===== config.mk =====
export PLATFORM = sky130hd
export DESIGN_NAME = pwm_tick_gen
export DESIGN_NICKNAME = d
export VERILOG_FILES = /design/src/rtl/pwm_tick_gen.sv
export SDC_FILE = /design/constraint.sdc
export NUM_CORES = 1
export LEC_CHECK = 0
export ABC_AREA = 1
export CAP_MARGIN = 20
export CORE_ASPECT_RATIO = 1.1
export CORE_MARGIN = 3
export CORE_UTILIZATION = 57
export DETAILED_ROUTE_END_ITERATION = 10
export GPL_TIMING_DRIVEN = 0
export HOLD_SLACK_MARGIN = 0.12
export PLACE_DENSITY_LB_ADDON = 0.12
export SETUP_SLACK_MARGIN = 0.02
export SLEW_MARGIN = 20
export SYNTH_ARGS = -nofsm -noshare
export SYNTH_HDL_FRONTEND = slang
export SYNTH_SLANG_ARGS = --single-unit

===== constraint.sdc =====
create_clock -name i_clk -period 2.3 [get_ports i_clk]
set_clock_uncertainty 0.1 [all_clocks]
set_input_delay 0.46 -clock i_clk [delete_from_list [all_inputs] [get_ports i_clk]]
set_output_delay 0.46 -clock i_clk [all_outputs]
set_load 0.01 [all_outputs]

===== src/rtl/pwm_tick_gen.sv =====
// pwm_tick_gen: rising-edge ticks from a slow clock level driving a double-buffered PWM
module pwm_tick_gen #(
    parameter int CNT_W   = 8,
    parameter bit RST_PWM = 1'b0
) (
    input  logic             i_clk,
    input  logic             i_rst_n,
    input  logic             i_slow_clk,
    input  logic             i_en,
    input  logic             i_load,
    input  logic [CNT_W-1:0] i_period,
    input  logic [CNT_W-1:0] i_duty,
    output logic             o_pwm,
    output logic             o_tick,
    output logic             o_period_done,
    output logic             o_busy
);
    localparam logic [1:0] IDLE  = 2'd0;
    localparam logic [1:0] RUN   = 2'd1;
    localparam logic [1:0] DRAIN = 2'd2;
    logic [1:0]       state;
    logic [CNT_W-1:0] cnt, p_act, d_act, p_sh, d_sh;
    logic             pend, prev_slow, period_done;
    logic             tick, busy, boundary;
    assign tick          = i_slow_clk & ~prev_slow;
    assign busy          = state != IDLE;
    assign boundary      = tick & busy & (cnt == p_act);
    assign o_tick        = tick;
    assign o_busy        = busy;
    assign o_period_done = period_done;
    assign o_pwm         = busy ? (cnt < d_act) : RST_PWM;
    always_ff @(posedge i_clk) begin
        if (!i_rst_n) begin
            state       <= IDLE;
            cnt         <= '0;
            p_act       <= '0;
            d_act       <= '0;
            p_sh        <= '0;
            d_sh        <= '0;
            pend        <= 1'b0;
            prev_slow   <= 1'b1;
            period_done <= 1'b0;
        end else begin
            prev_slow   <= i_slow_clk;
            period_done <= boundary;
            cnt         <= !busy ? '0 : tick ? ((cnt == p_act) ? '0 : cnt + 1'b1) : cnt;
            // a load landing on the boundary goes straight to the active registers
            if (boundary && i_load) begin
                p_act <= i_period;
                d_act <= i_duty;
                pend  <= 1'b0;
            end else begin
                if (pend && (!busy || boundary)) begin
                    p_act <= p_sh;
                    d_act <= d_sh;
                    pend  <= 1'b0;
                end
                if (i_load) begin
                    p_sh <= i_period;
                    d_sh <= i_duty;
                    pend <= 1'b1;
                end
            end
            state <= i_en ? RUN : (state == RUN) ? DRAIN : (state == DRAIN && !boundary) ? DRAIN : IDLE;
        end
    end
endmodule


==> impl_metrics.json <==
{
  "synth_enable_flop_cells": 0,
  "route.detailed.drc": 0,
  "fin_util_pct": 71.7,
  "placed_cells": 440,
  "comb_power_share_pct": 21.6,
  "use_met2_pct": 40.7,
  "synth.most_common_cell": "nand2_1",
  "synth_warnings": 0,
  "die_area_sq_um": 5260,
  "drive_above_1_share_pct": 15.5,
  "grt_pass1_wl_microns": 9580,
  "cp_max_fo": 2,
  "place.gp.congestion": 0.860,
  "rsz0062_at_grt": "true",
  "pre_cts_ws_ps": -209,
  "worst_pin_slew_ps": 430,
  "synthArstFlopShare_pct": 0,
  "worstSetupPathType": "flop to output port",
  "critPathLaunchType": "flop",
  "syn2layout_area_growth_pct": 17.0,
  "clkTransAtPathRegs_ps": 90,
  "hold_class": "flop to flop",
  "syn_avg_cell_area_sq_um": 6.91,
  "n_antenna_cell": 0,
  "layout_min_cycle_time_ps": 2160,
  "hold_buffers": 0,
  "start_util_pct": 61.3,
  "dieHeight_microns": 75.8,
  "antenna_found_initial": 0,
  "cpMostUsedCell": "nand2_1",
  "cts_made_buffers": 5,
  "fp.dieW_microns": 69.4,
  "cp.required_ps": 1740,
  "wl_microns": 5650,
  "core-area_sq_um": 4110,
  "p_switching_mw": 0.508,
  "power_mw": 1.69,
  "via_count": 2304,
  "yosys.area.top_type_share_pct": 35.7,
  "fmax_ghz": 0.464,
  "htree_levels": 2,
  "outcome": "complete, no violations",
  "max_stage_delay_ps": 310,
  "end_kind": "output port",
  "drv_cap": 0,
  "synth.area.top_cells": "dfxtp_1, nand2_1, nor2_1, nand3_2, nand4_1",
  "grt_pass1_vias": 2181,
  "sw_frac_of_total_pct": 30.0,
  "grt-busiest-layer": "met2",
  "maxSlewViolCount": 0,
  "power_leakage_nw": 1.45,
  "power.density_nw_per_um2": 573,
  "synth_largest_area_cell": "dfxtp_1",
  "arrival_ps": 1600,
  "ys_top_cells_by_count": "nand2_1, nor2_1, dfxtp_1",
  "fin_nets": 429,
  "seq_area_frac_synth_pct": 35.7,
  "crit_slowest_cell": "dfxtp_1",
  "clk_latency_ps": 300,
  "pwr-share-seq_pct": 50.2,
  "netlist_area_sq_um": 2520,
  "root_buffer": "clkbuf_8",
  "dp_hpwl_microns": 4320,
  "overflow": 0,
  "io-pin-count": 25,
  "grt_usage_pct": 22.8,
  "post_drt_wl_per_cell_microns": 12.5,
  "post_drt_via_cell_ratio": 5.09,
  "clockPowerShare_pct": 28.2,
  "final_cell_area_sq_um": 2950,
  "crit_chain": "inv_1 > ha_4 > o21ai_1 > nand2_1 > nand3_1 > nand2_1 > nand3_1 > nand2_1 > a31oi_1 > buf_2",
  "synth_fp_nets": 394,
  "core.rowCount": 24,
  "met3_usage_pct": 4.22,
  "cts_tree": "yes",
  "grt_max_degree": 14,
  "ys_ff_latch": 45,
  "port_buffers": 23,
  "setup_viol": 0,
  "ys_types": 31,
  "hold_violations": 0,
  "netlist_instances": 365,
  "ant_nets": 0,
  "synth-main-ff-cell": "dfxtp_1",
  "clock_sinks": 45,
  "place_area_sq_um": 2820,
  "setup_slack_ps": 145,
  "final_cells": 453,
  "dr.first_iter.drc_count": 165,
  "p_int_mw": 1.18,
  "clockBufferDepth": 2,
  "firstDrtPassIters": 4,
  "slew_headroom_pct": 71.1,
  "grt_use_met1_pct": 27.5,
  "fin_crit_sh_pct": 93.7,
  "irDropWorstVdd_v": 0.000382,
  "rrSetupSlack_ps": 370
}
## power groups by stage
stage	clock network (mW)	logic, mW	registers (mW)
floorplan	0	0.260	0.863
global placement	0	0.352	0.866
detailed placement	0	0.360	0.868
CTS	0.481	0.361	0.849
global route	0.517	0.414	0.854
finish	0.478	0.365	0.850
## sequential cells by signal (all words and copies together), names as in the netlist
signal and count:
cnt 8, p_act 8, o_period_done 1, p_sh 8
state 2, d_sh 8, pend 1, prev_slow 1
d_act 8
## worst paths after layout
path | start | end | cells after the start
worst max-delay path | d_act[1] | o_pwm | 10
worst min-delay path | d_sh[1] | d_sh[1] | 2
worst max register to register | cnt[1] | cnt[7] | 11
worst min register to register | d_sh[1] | d_sh[1] | 2
## cell type report
cell class / instances / area, sq um
fillers: 357 / 1160
well taps: 52 / 65.1
plain buffers: 15 / 104
clock buffers: 6 / 72.6
repair buffers: 28 / 262
clock inverters: 2 / 10.0
flip-flops and latches: 45 / 906
inverters: 36 / 135
multi-input cells: 269 / 1400
## worst max-delay path: cells and delay by family (launching register included)
kind                       cells  cell delay [ps]
adders and majority gates      1              200
DFF                            1              310
and+or+nand+nor                5              310
buffers and inverters          2              240
AOI/OAI and AO/OA              2              240
## timing repair
| action | CTS | global route |
|---|---|---|
| pin swaps | 0 | 3 |
| buffers inserted | 0 | 5 |
| gates resized for setup | 4 | 7 |
| setup endpoints to repair | 2 | 4 |
## cell usage in the layout, fill, tap and decap left out, drive strengths merged
cell	n
nand2	94
nor2	88
dfxtp	45
inv	36
nand3	25
clkdlybuf4s50	21
nand4	18
buf	18
o21ai	17
clkbuf	9
ha	8
a21oi	7
o21a	2
nor3	2
a211oi	2
xor2	2
clkinv	2
xnor2	2
a31oi	1
o21bai	1
dlygate4sd2	1
## kinds of logic (layout without fill, tap and decap cells)
logic type,count (synthesis),in the layout,share of synthesized area [%]
AOI/OAI and AO/OA,30,30,7.39
and+or+nand+nor,227,227,41.8
buffers and inverters,51,87,9.47
DFF,45,45,35.7
xor gates and xnor gates,4,4,1.69
adders and majority gates,8,8,3.97
## layer usage
layer  wire length (microns)  vias up
met4                      84        0
met3                     212        7
met1                    2570     1022
met5                       0        -
li1                        -     1227
met2                    2780       48
## through the flow
stage	hold WS, ps	TNS (ps)
3_5_place_dp	374	-3760
2_1_floorplan	355	0
6_report	390	0
3_3_place_gp	363	-2500
4_1_cts	393	0
5_1_grt	411	-5.89
No activity file was read; power rests on OpenSTA's default activity.
